### config.mk
export PLATFORM = sky130hd
export DESIGN_NAME = i2c_target_regfile
export DESIGN_NICKNAME = d
export VERILOG_FILES = /design/src/rtl/i2c_target_pkg.sv /design/src/rtl/i2c_line_sync.sv /design/src/rtl/i2c_target_regfile.sv
export SDC_FILE = /design/constraint.sdc
export NUM_CORES = 1
export LEC_CHECK = 0
export ABC_AREA = 0
export CORE_MARGIN = 5
export CORE_UTILIZATION = 48
export CTS_BUF_LIST = sky130_fd_sc_hd__clkbuf_16
export CTS_CLUSTER_DIAMETER = 150
export CTS_CLUSTER_SIZE = 25
export DETAILED_ROUTE_END_ITERATION = 8
export GPL_TIMING_DRIVEN = 1
export PLACE_DENSITY_LB_ADDON = 0.05
export RECOVER_POWER = 50
export SLEW_MARGIN = 10
export SYNTH_ARGS = -nofsm -noshare
export SYNTH_HDL_FRONTEND = slang
export SYNTH_SLANG_ARGS = --single-unit
### constraint.sdc
create_clock -name i_clk -period 6.4 [get_ports i_clk]
set_clock_uncertainty 0.05 [all_clocks]
set_input_delay 1.28 -clock i_clk [delete_from_list [all_inputs] [get_ports i_clk]]
set_output_delay 1.28 -clock i_clk [all_outputs]
set_load 0.02 [all_outputs]
### src/rtl/i2c_target_pkg.sv
// Shared types and constants for the I2C codec-register target.
// Optional feature macro used by this slice: I2C_TARGET_GLITCH_FILTER_EN.
package i2c_target_pkg;

    typedef enum logic [2:0] {
        S_IDLE,
        S_ADDR,
        S_ACK_ADDR,
        S_BYTE_HI,
        S_ACK_HI,
        S_BYTE_LO,
        S_ACK_LO,
        S_IGNORE
    } state_e;

    localparam logic [6:0]  DEV_ADDR_DEFAULT  = 7'h1A;
    localparam logic [6:0]  REG_RESET_ADDR    = 7'h0F;
    localparam int unsigned REG_DEPTH_DEFAULT = 16;

    function automatic logic maj3(input logic [2:0] s);
        return (s[0] & s[1]) | (s[0] & s[2]) | (s[1] & s[2]);
    endfunction

endpackage

### src/rtl/i2c_line_sync.sv
// One bus line: 2-flop synchroniser, optional 3-sample majority filter
// (I2C_TARGET_GLITCH_FILTER_EN), and rise/fall flags on the clean level.
module i2c_line_sync
    import i2c_target_pkg::*;
(
    input  logic i_clk,
    input  logic i_rst,
    input  logic i_line,
    output logic o_level,
    output logic o_rise,
    output logic o_fall
);

    logic [1:0] sync_q;
    logic       level;
    logic       prev_q;

    // Idle bus level is high, so reset to 1 to avoid phantom edges.
    always_ff @(posedge i_clk) begin
        if (i_rst) begin
            sync_q <= '1;
        end else begin
            sync_q <= {sync_q[0], i_line};
        end
    end

`ifdef I2C_TARGET_GLITCH_FILTER_EN
    logic [1:0] hist_q;
    logic       filt_q;

    always_ff @(posedge i_clk) begin
        if (i_rst) begin
            hist_q <= '1;
            filt_q <= 1'b1;
        end else begin
            hist_q <= {hist_q[0], sync_q[1]};
            filt_q <= maj3({hist_q, sync_q[1]});
        end
    end

    assign level = filt_q;
`else
    assign level = sync_q[1];
`endif

    always_ff @(posedge i_clk) begin
        if (i_rst) begin
            prev_q <= 1'b1;
        end else begin
            prev_q <= level;
        end
    end

    assign o_level = level;
    assign o_rise  = level & ~prev_q;
    assign o_fall  = ~level & prev_q;

endmodule

### src/rtl/i2c_target_regfile.sv
// I2C write-only target: 3-byte frames {dev,w}/{reg,d8}/{d7:0} into a 16x9 register file.
// Build option I2C_TARGET_GLITCH_FILTER_EN enables the line majority filter.
module i2c_target_regfile
    import i2c_target_pkg::*;
#(
    parameter logic [6:0]  DEV_ADDR  = DEV_ADDR_DEFAULT,
    parameter int unsigned REG_DEPTH = REG_DEPTH_DEFAULT
) (
    input  logic       i_clk,
    input  logic       i_rst,
    input  logic       i_sclk,
    input  logic       i_sdat,
    output logic       o_oen,
    output logic       o_wr_valid,
    output logic [6:0] o_wr_addr,
    output logic [8:0] o_wr_data,
    input  logic [3:0] i_rd_addr,
    output logic [8:0] o_rd_data,
    output logic       o_busy,
    output logic       o_nack
);

    localparam int unsigned DEPTH_CLAMP = (REG_DEPTH > 16) ? 16 : REG_DEPTH;
    localparam logic [7:0]  DEPTH_LIM   = 8'(DEPTH_CLAMP);

    logic scl_lvl, scl_rise, scl_fall;
    logic sda_lvl, sda_rise, sda_fall;

    i2c_line_sync u_scl (
        .i_clk   (i_clk),
        .i_rst   (i_rst),
        .i_line  (i_sclk),
        .o_level (scl_lvl),
        .o_rise  (scl_rise),
        .o_fall  (scl_fall)
    );

    i2c_line_sync u_sda (
        .i_clk   (i_clk),
        .i_rst   (i_rst),
        .i_line  (i_sdat),
        .o_level (sda_lvl),
        .o_rise  (sda_rise),
        .o_fall  (sda_fall)
    );

    state_e     state_q;
    logic [2:0] cnt_q;
    logic [7:0] sr_q;
    logic [6:0] reg_addr_q;
    logic       data8_q;
    logic       oen_q;
    logic       wr_valid_q;
    logic [6:0] wr_addr_q;
    logic [8:0] wr_data_q;
    logic       busy_q;
    logic       nack_q;
    logic [8:0] regs_q [16];

    logic       start_cond;
    logic       stop_cond;
    logic [7:0] shift_d;

    // An SCL edge in the same cycle masks any SDA-derived START/STOP.
    assign start_cond = sda_fall & scl_lvl & ~(scl_rise | scl_fall);
    assign stop_cond  = sda_rise & scl_lvl & ~(scl_rise | scl_fall);
    assign shift_d    = {sr_q[6:0], sda_lvl};

    always_ff @(posedge i_clk) begin
        if (i_rst) begin
            state_q    <= S_IDLE;
            cnt_q      <= '0;
            sr_q       <= '0;
            reg_addr_q <= '0;
            data8_q    <= 1'b0;
            oen_q      <= 1'b0;
            wr_valid_q <= 1'b0;
            wr_addr_q  <= '0;
            wr_data_q  <= '0;
            busy_q     <= 1'b0;
            nack_q     <= 1'b0;
            for (int unsigned i = 0; i < 16; i++) begin
                regs_q[i] <= '0;
            end
        end else begin
            wr_valid_q <= 1'b0;
            nack_q     <= 1'b0;
            if (start_cond) begin
                state_q <= S_ADDR;
                cnt_q   <= '0;
                busy_q  <= 1'b1;
                oen_q   <= 1'b0;
            end else if (stop_cond) begin
                state_q <= S_IDLE;
                busy_q  <= 1'b0;
                oen_q   <= 1'b0;
            end else begin
                case (state_q)
                    S_ADDR, S_BYTE_HI, S_BYTE_LO: begin
                        if (scl_rise) begin
                            sr_q  <= shift_d;
                            cnt_q <= cnt_q + 3'd1;
                            if (cnt_q == 3'd7) begin
                                case (state_q)
                                    S_ADDR: begin
                                        if (shift_d == {DEV_ADDR, 1'b0}) begin
                                            state_q <= S_ACK_ADDR;
                                        end else begin
                                            state_q <= S_IGNORE;
                                            nack_q  <= 1'b1;
                                            busy_q  <= 1'b0;
                                        end
                                    end
                                    S_BYTE_HI: begin
                                        reg_addr_q <= shift_d[7:1];
                                        data8_q    <= shift_d[0];
                                        state_q    <= S_ACK_HI;
                                    end
                                    default: begin
                                        wr_valid_q <= 1'b1;
                                        wr_addr_q  <= reg_addr_q;
                                        wr_data_q  <= {data8_q, shift_d};
                                        state_q    <= S_ACK_LO;
                                        if (reg_addr_q == REG_RESET_ADDR) begin
                                            for (int unsigned i = 0; i < 16; i++) begin
                                                regs_q[i] <= '0;
                                            end
                                        end else if ({1'b0, reg_addr_q} < DEPTH_LIM) begin
                                            regs_q[reg_addr_q[3:0]] <= {data8_q, shift_d};
                                        end
                                    end
                                endcase
                            end
                        end
                    end
                    // First SCL fall after the 8th bit drives ACK, the next one releases it.
                    S_ACK_ADDR, S_ACK_HI, S_ACK_LO: begin
                        if (scl_fall) begin
                            if (!oen_q) begin
                                oen_q <= 1'b1;
                            end else begin
                                oen_q <= 1'b0;
                                cnt_q <= '0;
                                case (state_q)
                                    S_ACK_ADDR: state_q <= S_BYTE_HI;
                                    S_ACK_HI:   state_q <= S_BYTE_LO;
                                    default:    state_q <= S_ADDR;
                                endcase
                            end
                        end
                    end
                    S_IGNORE: begin
                        oen_q <= 1'b0;
                    end
                    default: begin
                        oen_q <= 1'b0;
                    end
                endcase
            end
        end
    end

    assign o_oen      = oen_q;
    assign o_wr_valid = wr_valid_q;
    assign o_wr_addr  = wr_addr_q;
    assign o_wr_data  = wr_data_q;
    assign o_busy     = busy_q;
    assign o_nack     = nack_q;
    assign o_rd_data  = regs_q[i_rd_addr];

endmodule

# --- Yosys cells after proc, flatten, opt, wreduce, memory -nomap -nowiden ---
# Memory sizes are Yosys's and may differ from the RTL's.
# Index checks and enable logic that the tools add are counted.
op_classes:
  n_mux: 66
  order_cmp: 1
  bitwise: 37
  n_reduce_logical: 22
  n_addsub: 1
  eq_ne: 18
op_table:
  columns: ["op", "n"]
  rows:
  - ["$mux 9", 17]
  - ["$mux 1", 35]
  - ["$mux 3", 8]
  - ["$pmux 3 s2", 4]
  - ["$reduce_and 5->1", 4]
  - ["$or 1x1->1", 17]
  - ["$ne 4x4->1 const B", 4]
  - ["$eq 3x3->1 const B", 4]
  - ["$not 1->1", 12]
  - ["$reduce_and 6->1", 2]
  - ["$reduce_bool 3->1", 4]
  - ["$reduce_or 3->1", 3]
  - ["$reduce_or 9->1", 1]
  - ["$and 1x1->1", 8]
  - ["$eq 8x6->1 const B", 1]
  - ["$ne 2x2->1 const B", 4]
  - ["$eq 7x4->1 const B", 1]
  - ["$lt 7x5->1 const B", 1]
  - ["$reduce_or 7->1", 1]
  - ["$eq 3x2->1 const B", 2]
  - ["$reduce_or 6->1", 1]
  - ["$mux 4", 1]
  - ["$reduce_and 4->1", 1]
  - ["$reduce_bool 4->1", 1]
  - ["other kinds (7)", 8]
totals:
  n_memories: 1
  word_cells: 162
  out_inout_bits: 29
  regBits: 47
  ramBits: 144
  input_bits: 8
memory_table:
  columns: ["memory", "depth", "word_bits", "read_ports", "rd_ports_with_merged_regs", "write_ports", "line_no", "source"]
  rows:
  - ["regs_q", 16, 9, 1, 0, 16, "i2c_target_regfile.sv:58", "logic [8:0] regs_q [16];"]

# --- Depth between registers and ports, before layout ---
# Gate-level depths: netlist of run 1.
logic_depth:
  depth_word: 13
  ltp_mapped: 9
  mapped_depth_nobuf: 6

# --- Cells and area by module ---
# From an unflattened synthesis of run 1, not the netlist that was laid out.
hier_totals:
  cells_unflattened: 639
  hier_area_um2: 8262.9
by_module_without_submodules:
  columns: ["mod", "cells_each", "area_per_inst_um2", "instances", "seq_area_each_um2"]
  rows:
  - ["i2c_target_regfile", 623, 8077.7, 1, 5144.9]
  - ["i2c_line_sync", 8, 92.6, 2, 60.1]

# --- Worst setup path before layout of run 1 ---
# OpenSTA, ideal clock, no wires.
synth_path:
  path_kind: "input -> output"
  from: "input i_rd_addr[0]"
  to: "output o_rd_data[0]"
  arrival_time_ns: 2.682
  setup_slack_ns: 2.388
  cell_stages: 5
  path_buffers: 2
  t_required_ns: 5.070
  path_cell_list: "buf_2 buf_2 mux4_2 a22oi_1 nand2_1"
synth_between:
  elab_chain_len: 1
synth_lines:
  columns: ["item", "line_no", "source"]
  rows:
  - ["start, declared", "i2c_target_regfile.sv:17", "input logic [3:0] i_rd_addr,"]
  - ["$mem_v2 16x9", null, null]
  - ["end, declared", "i2c_target_regfile.sv:18", "output logic [8:0] o_rd_data,"]
# No other way between the ends.

# --- Worst setup path in the final report of run 1 ---
layout_path:
  from: "input i_rd_addr[1]"
  to: "output o_rd_data[1]"
# The elaborated chain is that of the path after synthesis.

==> results by group, run 1 <==
Synth
  • Post-synth EDFFs: 144
  • Post-Synthesis Mean Instance Area: 12.7 µm²
  • Cell accounting for the most synthesized area: edfxtp_1
  • Library cell with the highest instance count after synthesis: nor2_1
  • Top cells by instance count after synthesis: nor2_1, edfxtp_1, nand2_1
  • Share of flip-flops with an asynchronous set or reset: 0
  • Number of instances in the synthesized netlist: 653
  • Share of synthesized area occupied by flip-flops and latches: 0.634
  • Dominant synthesized flop cell: edfxtp_1
  • Post-synthesis sequential element count: 191
  • Ranking of synthesized cells by area: edfxtp_1, dfxtp_1, mux4_2, nor2_1, mux2i_1
  • Ys Warns: 0
  • Synth top area share: 0.521
  • Distinct cell type count of the synthesized netlist: 50
  • Mapped Area: 0.00830 mm²

Run
  • Total of max-cap violations: 2

Placed design
  • HPWL Detailed: 13400 µm
  • Count of port buffers added during placement: 36
  • Number of cells after detailed placement: 892
  • Placed cell area: 0.00890 mm²
  • Routability-driven placement congestion ratio: 0.804

STA
  • Final Cycle Share: 0.757
  • Unrepaired setup endpoints after global routing: no
  • Number of max-slew violations in the final report: 85
  • Fmax achieved: 0.206 GHz
  • Number of failing setup endpoints in the final timing report: 0
  • Transition time at the pin with the least slew margin: 1930 ps
  • WHS: 367 ps
  • Setup_tns: 0 ps
  • Worst-case headroom to the max-slew limit: -0.284
  • Count of final hold-check violations: 0
  • Final period demand of the worst path: 4850 ps

Hold path
  • Worst min-delay path class: flop to flop

Global routing
  • Total routing resource utilization after global routing: 0.215
  • Vias in the first global route: 5321
  • Global-route wire length before repair: 32000 µm
  • Largest net degree at the start of global routing: 44
  • Initial antenna violation count: 0
  • Overflow left after global routing: 0

Worst setup path
  • Data arrival, critical path: 3520 ps
  • Worst Setup End Kind: output port
  • Most Frequent Cell on Critical Path: clkdlybuf4s50_1
  • Family of cells with the greatest summed delay on the critical path: buffers and inverters
  • Critical path buffers and inverters: 3
  • Startpoint kind of the worst setup timing path: input pin
  • Cell with the largest stage delay on the worst path: clkdlybuf4s50_1
  • Cells along the critical path: clkdlybuf4s50_1, buf_4, mux4_2, a22oi_1, nand2_1, clkdlybuf4s50_1
  • Peak fanout along the critical path: 36
  • Type of the worst setup path: input pin to output port
  • Largest stage delay, worst path: 550 ps
  • WP data required: 5070 ps

Power and ir drop
  • Maximum vdd ir drop: 0.223 mV
  • PD cells: 276 mW/mm²
  • Static Leak: 3.28 nW

Floorplan
  • Number of placement rows: 48
  • Number of top-level design ports: 37
  • Initial Util: 0.485
  • Vertical die dimension: 142 µm
  • Die Footprint: 0.0200 mm²
  • Core Area: 0.0171 mm²
  • Die width: 142 µm

Drt
  • Met1 wire length: 8670 µm
  • Routed Wire Length: 20900 µm
  • Vias per Instance: 5.72
  • Wire length per cell: 22.7 µm
  • Routed length on met3: 1410 µm
  • Vias post-DR: 5283
  • Detail Route met2 WL: 10500 µm
  • Number of search-and-repair iterations in the first detailed-routing pass: 5
  • Antenna Violating Nets Remaining: 0
  • Total DRC errors in the routed layout: 0
  • DRC violation total after the first TritonRoute iteration: 483
  • Uppermost layer routed: met4

Clock tree
  • Post-CTS Setup Inserts: 0
  • Clk buf depth: 2
  • Sinks on the clock net: 191
  • Clock transition time at the flip-flop clock pins of the worst setup and hold paths: 70 ps
  • CTS resizes: 0
  • Clock tree from TritonCTS: built
  • H-tree Lvls: 4
  • Clock latency reported for the late side of the worst-skew pair: 430 ps
  • TritonCTS Buffers: 17
  • Master cell of the clock root buffer: clkbuf_16
  • CTS hold repair buffers: 0

Layout
  • Number of standard cells in the layout, taps in and fillers out: 923
  • Synth-to-layout area growth: 14.1%
  • Final Instance Area: 0.00947 mm²
  • NumNets Final: 698
  • Final core area utilization: 0.553
  • Diodes inserted: 0
  • Fraction of layout cells with a size suffix above 1: 0.139

Status
  • Failing checks: max-capacitance violations, max-slew violations
  • Status: complete, but fails checks
==> worst reg2reg max path: cells and delay by family (launching register included) <==
kind            cells  cell delay (ps)
simple gates        2              370
compound gates      2             1270
fa+ha+maj           1              400
flops               1              490
buf+inv             2             1460
==> through the flow <==
stage,total power [mW],setup slack (ps)
6_report,2.62,1550
3_5_place_dp,1.60,1540
2_1_floorplan,1.52,2390
4_1_cts,2.63,1540
5_1_grt,2.69,1380
3_3_place_gp,1.59,1550
==> cell usage in the layout, fill, tap and decap left out, types with 6 or more instances in the layout <==
cell | netlist | layout
dlygate4sd3_1 | 0 | 21
nor2b_1 | 8 | 8
o21ai_0 | 16 | 16
a22oi_1 | 19 | 19
conb_1 | 1 | 9
clkbuf_16 | 0 | 17
mux4_2 | 36 | 36
edfxtp_1 | 144 | 144
inv_1 | 5 | 8
nand2_1 | 51 | 51
mux2i_1 | 32 | 32
nand4b_1 | 6 | 6
dfxtp_1 | 47 | 47
or2_2 | 7 | 7
nor2_1 | 171 | 171
clkdlybuf4s50_1 | 0 | 14
buf_4 | 1 | 21
==> final cells by class <==
class | instances | area (µm²)
flip-flops and latches | 191 | 5270
fillers | 1450 | 7650
repair buffers | 59 | 520
inverters | 5 | 18.8
well taps | 225 | 282
clock buffers | 17 | 425
multi-input cells | 412 | 2810
clock inverters | 14 | 154
==> path summary, 6_finish.rpt <==
path / cells past startpoint / from / end / slack [ps]
max: 6 / i_rd_addr[1] / o_rd_data[1] / 1550
min: 1 / u_sda.sync_q[0] / u_sda.sync_q[1] / 370
max reg2reg: 7 / u_scl.sync_q[1] / regs_q[1][3] / 1900
min reg2reg: 1 / u_sda.sync_q[0] / u_sda.sync_q[1] / 370
==> routing by layer <==
metal / track usage / vias to the layer above
li1: - / 2405
met1: 0.289 / 2668
met5: 0 / -
met3: 0.0391 / 21
met2: 0.359 / 189
met4: 0.0652 / 0
==> flip-flops by register name, indices dropped and copies added (netlist names), 2 cells and up <==
signal / count
reg_addr_q: 7
u_scl.sync_q: 2
regs_q: 144
u_sda.sync_q: 2
o_wr_addr: 7
o_wr_data: 9
sr_q: 7
cnt_q: 3
state_q: 3
==> power breakdown <==
part | switching [mW] | total, mW | internal, mW
logic | 0.0941 | 0.169 | 0.0748
registers | 0.0187 | 1.40 | 1.38
clock network | 0.444 | 1.05 | 0.605
==> kinds of logic after synthesis <==
kind of cell	after synthesis	share of synthesized area
AO/OA/AOI/OAI	59	0.0491
adder cells (fa/ha/maj)	4	0.00603
XOR/XNOR	2	0.00211
multiplexers	68	0.136
other	1	0.000452
buffers and inverters	58	0.0316
AND/OR/NAND/NOR	270	0.140
flip-flops	191	0.634
No activity file was read; power rests on OpenSTA's default activity.
==> inputs of run 2 (changes only) <==
Clock period 6.4 ns to 4.8 ns, I/O delays scaled along.
==> results by group, run 2 (synthesis results as in run 1) <==
Status
  • Status: complete, but fails checks
  • Failing checks: max-capacitance violations, max-slew violations

Global routing
  • Initial antenna violation count: 0 (unchanged)
  • Overflow left after global routing: 0 (unchanged)
  • Largest net degree at the start of global routing: 44 (unchanged)
  • Vias in the first global route: 5360 (+0.73%)
  • Total routing resource utilization after global routing: 0.216 (+0.000742)
  • Global-route wire length before repair: 32000 µm (about the same)

Placed design
  • Count of port buffers added during placement: 36 (unchanged)
  • Routability-driven placement congestion ratio: 0.826 (+2.8%)
  • Number of cells after detailed placement: 894 (+0.22%)
  • Worst slack at placement: 815 ps (-721 ps)
  • Placed cell area: 0.00893 mm² (+0.31%)
  • HPWL Detailed: 13500 µm (+1.1%)

Run
  • Total of max-cap violations: 1 (-1)

Layout
  • Number of standard cells in the layout, taps in and fillers out: 926 (+0.33%)
  • Final Instance Area: 0.00948 mm² (+0.12%)
  • Fraction of layout cells with a size suffix above 1: 0.137 (-0.00202)
  • Synth-to-layout area growth: 14.2%
  • Final core area utilization: 0.554 (+0.000658)
  • Diodes inserted: 0 (unchanged)
  • NumNets Final: 700 (+0.29%)
  • Top reg by flops: regs_q
  • Commonest cells after routing, fill and taps aside: nor2_1, edfxtp_1, nand2_1
  • FILL cells: 1429 (-1.4%)
  • Most common cell after layout, fill and taps aside: nor2_1
  • Flip-flop count of the largest register after layout: 144 (unchanged)

Hold path
  • Worst min-delay path class: flop to flop
  • Capture endpoint of the worst hold path: u_sda.sync_q[1]
  • Worst hold path startpoint: u_sda.sync_q[0]
  • Number of instances on the worst hold path: 1 (unchanged)

Floorplan
  • Initial Util: 0.485 (unchanged)
  • Number of top-level design ports: 37 (unchanged)
  • Number of placement rows: 48 (unchanged)
  • Die Footprint: 0.0200 mm² (unchanged)
  • Core Area: 0.0171 mm² (unchanged)
  • Vertical die dimension: 142 µm (unchanged)
  • Die width: 142 µm (unchanged)

Worst setup path
  • Family of cells with the greatest summed delay on the critical path: buffers and inverters
  • Largest stage delay, worst path: 550 ps (about the same)
  • Worst Setup End Kind: output port
  • Critical path buffers and inverters: 3 (unchanged)
  • WP data required: 3790 ps (-1280 ps)
  • Number of cells on the worst reg-to-reg path: 7 (unchanged)
  • R2R Path End: regs_q[0][3]
  • Launch point of the critical path: i_rd_addr[1]
  • Type of the worst setup path: input pin to output port
  • Cells along the critical path: clkdlybuf4s50_1, buf_12, mux4_2, a22oi_1, nand2_1, clkdlybuf4s50_1
  • Startpoint kind of the worst setup timing path: input pin
  • Most Frequent Cell on Critical Path: clkdlybuf4s50_1
  • Cell with the largest stage delay on the worst path: clkdlybuf4s50_1
  • Data arrival, critical path: 2980 ps (-540 ps)
  • Internal reg-to-reg setup slack: 1240 ps (-660 ps)
  • Startpoint of the worst-slack reg-to-reg timing path: u_scl.sync_q[1]
  • Peak fanout along the critical path: 36 (unchanged)

Clock tree
  • Post-CTS Setup Inserts: 0 (unchanged)
  • CTS hold repair buffers: 0 (unchanged)
  • Master cell of the clock root buffer: clkbuf_16
  • Sinks on the clock net: 191 (unchanged)
  • Clock transition time at the flip-flop clock pins of the worst setup and hold paths: 60 ps (about the same)
  • TritonCTS Buffers: 17 (unchanged)
  • Clock latency reported for the late side of the worst-skew pair: 430 ps (about the same)
  • H-tree Lvls: 4 (unchanged)
  • Clock tree from TritonCTS: built
  • CTS resizes: 0 (unchanged)
  • Clk buf depth: 2 (unchanged)

STA
  • Worst-case headroom to the max-slew limit: -0.0758 (+0.208)
  • Transition time at the pin with the least slew margin: 1610 ps (-313 ps)
  • Final WS setup: 812 ps (-742 ps)
  • WHS: 363 ps (-3.98 ps)
  • Final Cycle Share: 0.831
  • Unrepaired setup endpoints after global routing: no
  • Number of max-slew violations in the final report: 33 (-61%)
  • Final period demand of the worst path: 3990 ps
  • Fmax achieved: 0.251 GHz
  • Setup_tns: 0 ps (unchanged)
  • Count of final hold-check violations: 0 (unchanged)
  • Number of failing setup endpoints in the final timing report: 0 (unchanged)

Drt
  • Routed Wire Length: 20600 µm (-1.5%)
  • Number of search-and-repair iterations in the first detailed-routing pass: 5 (unchanged)
  • Vias per Instance: 5.71 (-0.32%)
  • Total DRC errors in the routed layout: 0 (unchanged)
  • Vias post-DR: 5283 (unchanged)
  • Antenna Violating Nets Remaining: 0 (unchanged)
  • Wire length per cell: 22.2 µm (-1.8%)
  • DRC violation total after the first TritonRoute iteration: 529 (+9.5%)

Power and ir drop
  • Maximum vdd ir drop: 0.258 mV (+15%)
  • Static Leak: 3.28 nW (about the same)
  • Total power of the final layout: 3.48 mW (+33%)
  • PD cells: 368 mW/mm² (+33%)
run 2: changes by cell type in the layout (fill, tap and decap cells not counted):
cell        before  now
clkinv_1         2    3
inv_1            8    7
clkinvlp_2       1    0
o211ai_2         1    0
clkbuf_1         2    5
buf_4           21   19
buf_12           0    1
o211ai_1         0    1
clkinv_2         0    3
clkinvlp_4       3    4
clkinv_4         2    0
run 2: metal layers:
| layer | wire length (µm) | share of wire | global-route usage |
|---|---|---|---|
| met1 | 8940 | 0.43 | 0.305 |
| met2 | 10100 | 0.49 | 0.346 |
| met3 | 1280 | 0.062 | 0.0435 |
| met4 | 235 | 0.011 | 0.0520 |
| met5 | 0 | 0 | 0 |
run 2: final cells by class:
cell class / count / area, µm² / share of cell area
sequential: 191 / 5270 / 0.555
multi-input combinational: 412 / 2800 / 0.295
timing repair buffer: 61 / 537 / 0.0566
clock buffer: 17 / 425 / 0.0449
tap: 225 / 282 / 0.0297
clock inverter: 15 / 154 / 0.0162
inverter: 5 / 18.8 / 0.00198
run 2: worst reg2reg max path, delay by kind of cell (launching register included):
family          cells  cell delay, ps
compound gates      1             430
fa+ha+maj           1             400
buf+inv             2             970
flops               1             500
simple gates        3             920
run 2: worst max path at each step:
stage                               to  slack [ps]  cells after the start
after floorplan           o_rd_data[0]        1430                      5
after CTS                 o_rd_data[2]         810                      6
after global routing      o_rd_data[2]         740                      6
final                     o_rd_data[2]         810                      6
after global placement    o_rd_data[2]         790                      6
after detailed placement  o_rd_data[2]         820                      6
run 2: where the power goes:
| part | internal, mW | total [mW] | leakage, nW | switching [mW] |
|---|---|---|---|---|
| registers | 1.84 | 1.86 | 1.75 | 0.0249 |
| clock network | 0.806 | 1.39 | 0.280 | 0.589 |
| logic | 0.101 | 0.226 | 1.25 | 0.125 |
| total | 2.75 | 3.48 | 3.28 | 0.739 |
==> inputs of run 3 (changes only) <==
Clock period 4.8 ns to 3.7 ns, I/O delays scaled along.
==> results by group, run 3 (synthesis results as in run 1) <==
STA
  • Setup_tns: 0 ps (unchanged)
  • Worst-case headroom to the max-slew limit: 0.0279 (+0.104)
  • WHS: 366 ps (+3.78 ps)
  • Count of final hold-check violations: 0 (unchanged)
  • Number of max-slew violations in the final report: 0 (-100%)
  • Number of failing setup endpoints in the final timing report: 0 (unchanged)
  • Transition time at the pin with the least slew margin: 1460 ps (-155 ps)
  • Fmax achieved: 0.282 GHz
  • Final WS setup: 150 ps (-662 ps)
  • Final period demand of the worst path: 3550 ps
  • Final Cycle Share: 0.959
  • Unrepaired setup endpoints after global routing: no

Worst setup path
  • Most Frequent Cell on Critical Path: clkdlybuf4s50_1
  • Startpoint kind of the worst setup timing path: input pin
  • Internal reg-to-reg setup slack: 420 ps (-820 ps)
  • Cell with the largest stage delay on the worst path: clkdlybuf4s50_1
  • WP data required: 2910 ps (-880 ps)
  • Largest stage delay, worst path: 560 ps (about the same)
  • Peak fanout along the critical path: 36 (unchanged)
  • Data arrival, critical path: 2760 ps (-220 ps)
  • Type of the worst setup path: input pin to output port
  • Worst Setup End Kind: output port
  • Cells along the critical path: clkdlybuf4s50_1, buf_12, mux4_2, a22oi_1, nand2_1, clkdlybuf4s50_1

Clock tree
  • Clock latency reported for the late side of the worst-skew pair: 430 ps (about the same)
  • Clock transition time at the flip-flop clock pins of the worst setup and hold paths: 60 ps (about the same)
  • TritonCTS Buffers: 17 (unchanged)
  • H-tree Lvls: 4 (unchanged)
  • CTS resizes: 0 (unchanged)
  • CTS hold repair buffers: 0 (unchanged)
  • Master cell of the clock root buffer: clkbuf_16
  • Clock tree from TritonCTS: built
  • Post-CTS Setup Inserts: 0 (unchanged)
  • Clk buf depth: 2 (unchanged)
  • Sinks on the clock net: 191 (unchanged)

Layout
  • Sequential cell area: 0.00527 mm² (unchanged)
  • Flip-flop count of the largest register after layout: 144 (unchanged)
  • Commonest cells after routing, fill and taps aside: nor2_1, edfxtp_1, nand2_1
  • Diodes inserted: 0 (unchanged)
  • Fraction of layout cells with a size suffix above 1: 0.133 (-0.00361)
  • Synth-to-layout area growth: 14.1% (about the same)
  • NumNets Final: 704 (+0.57%)
  • Top reg by flops: regs_q
  • Combined area of the multi-input logic cells: 0.00280 mm² (-0.18%)
  • Final core area utilization: 0.553 (about the same)
  • FILL cells: 1446 (+1.2%)
  • Most common cell after layout, fill and taps aside: nor2_1

Placed design
  • HPWL Detailed: 13300 µm (-2.0%)
  • Routability-driven placement congestion ratio: 0.847 (+2.5%)
  • Worst slack at placement: 144 ps (-671 ps)
  • Count of port buffers added during placement: 36 (unchanged)

Floorplan
  • Number of placement rows: 48 (unchanged)
  • Die width: 142 µm (unchanged)
  • Initial Util: 0.485 (unchanged)
  • Vertical die dimension: 142 µm (unchanged)
  • Number of top-level design ports: 37 (unchanged)
  • Die Footprint: 0.0200 mm² (unchanged)
  • Core Area: 0.0171 mm² (unchanged)

Drt
  • Vias per Instance: 5.69 (-0.30%)
  • Routed Wire Length: 20600 µm (+0.13%)
  • Wire length per cell: 22.2 µm (-0.30%)
  • Vias post-DR: 5290 (+0.13%)
  • DRC violation total after the first TritonRoute iteration: 494 (-6.6%)
  • Total DRC errors in the routed layout: 0 (unchanged)
  • Antenna Violating Nets Remaining: 0 (unchanged)
  • Number of search-and-repair iterations in the first detailed-routing pass: 5 (unchanged)

Global routing
  • Largest net degree at the start of global routing: 38 (-14%)
  • Total routing resource utilization after global routing: 0.216 (about the same)
  • Initial antenna violation count: 0 (unchanged)
  • Global-route wire length before repair: 31800 µm (-0.78%)
  • Overflow left after global routing: 0 (unchanged)
  • Vias in the first global route: 5131 (-4.3%)

Status
  • Status: complete, no violations

Power and ir drop
  • PD cells: 468 mW/mm² (+27%)
  • Static Leak: 3.32 nW (+1.1%)
  • Total power of the final layout: 4.43 mW (+27%)
  • Maximum vdd ir drop: 0.355 mV (+38%)

Run
  • Total of max-cap violations: 0 (-1)

Hold path
  • Worst min-delay path class: flop to flop
-- run 3: changes by cell type in the layout (fill, tap and decap cells not counted), sizes merged --
cell,change
inv,+9
buf,+1
clkinvlp,-4
bufinv,-1
clkbuf,+3
clkinv,-4
-- run 3: path summary, 6_finish.rpt --
check,end,cells past startpoint,startpoint
hold / removal,u_sda.sync_q[1],1,u_sda.sync_q[0]
hold reg to reg,u_sda.sync_q[1],1,u_sda.sync_q[0]
setup / recovery,o_rd_data[0],6,i_rd_addr[1]
setup reg to reg,regs_q[8][0],8,cnt_q[0]
-- run 3: worst max-delay path: cells and delay by family --
| kind | cells | cell delay (ps) |
|---|---|---|
| muxes | 1 | 330 |
| and+or+nand+nor | 1 | 120 |
| AOI/OAI and AO/OA | 1 | 210 |
| buffers and inverters | 3 | 1310 |
-- run 3: report_power, final --
group | leakage, nW | internal [mW] | switching [mW]
Clock | 0.298 | 0.972 | 0.745
Combinational | 1.27 | 0.134 | 0.162
Sequential | 1.75 | 2.39 | 0.0320
Total | 3.32 | 3.49 | 0.938
-- run 3: layout make-up --
cell class / count / share of cell area
inverters: 5 / 0.00198
repair buffers: 65 / 0.0601
multi-input cells: 412 / 0.295
clock inverters: 15 / 0.0124
clock buffers: 17 / 0.0449
well taps: 225 / 0.0297
flip-flops and latches: 191 / 0.556
-- run 3: layer usage --
layer  up-vias  part of all wire  global-route usage
met1      2632              0.44               0.307
met2       219              0.48               0.336
met5         -                 0                   0
met4         0             0.014              0.0636
li1       2420                 -                   -
met3        19             0.072              0.0468
-- run 3: metrics by stage --
step | area [µm²] | instances
CTS | 9510 | 930
detailed placement | 8970 | 898
global route | 9470 | 930
global placement | 8970 | 898
finish | 9470 | 930
floorplan | 8330 | 661
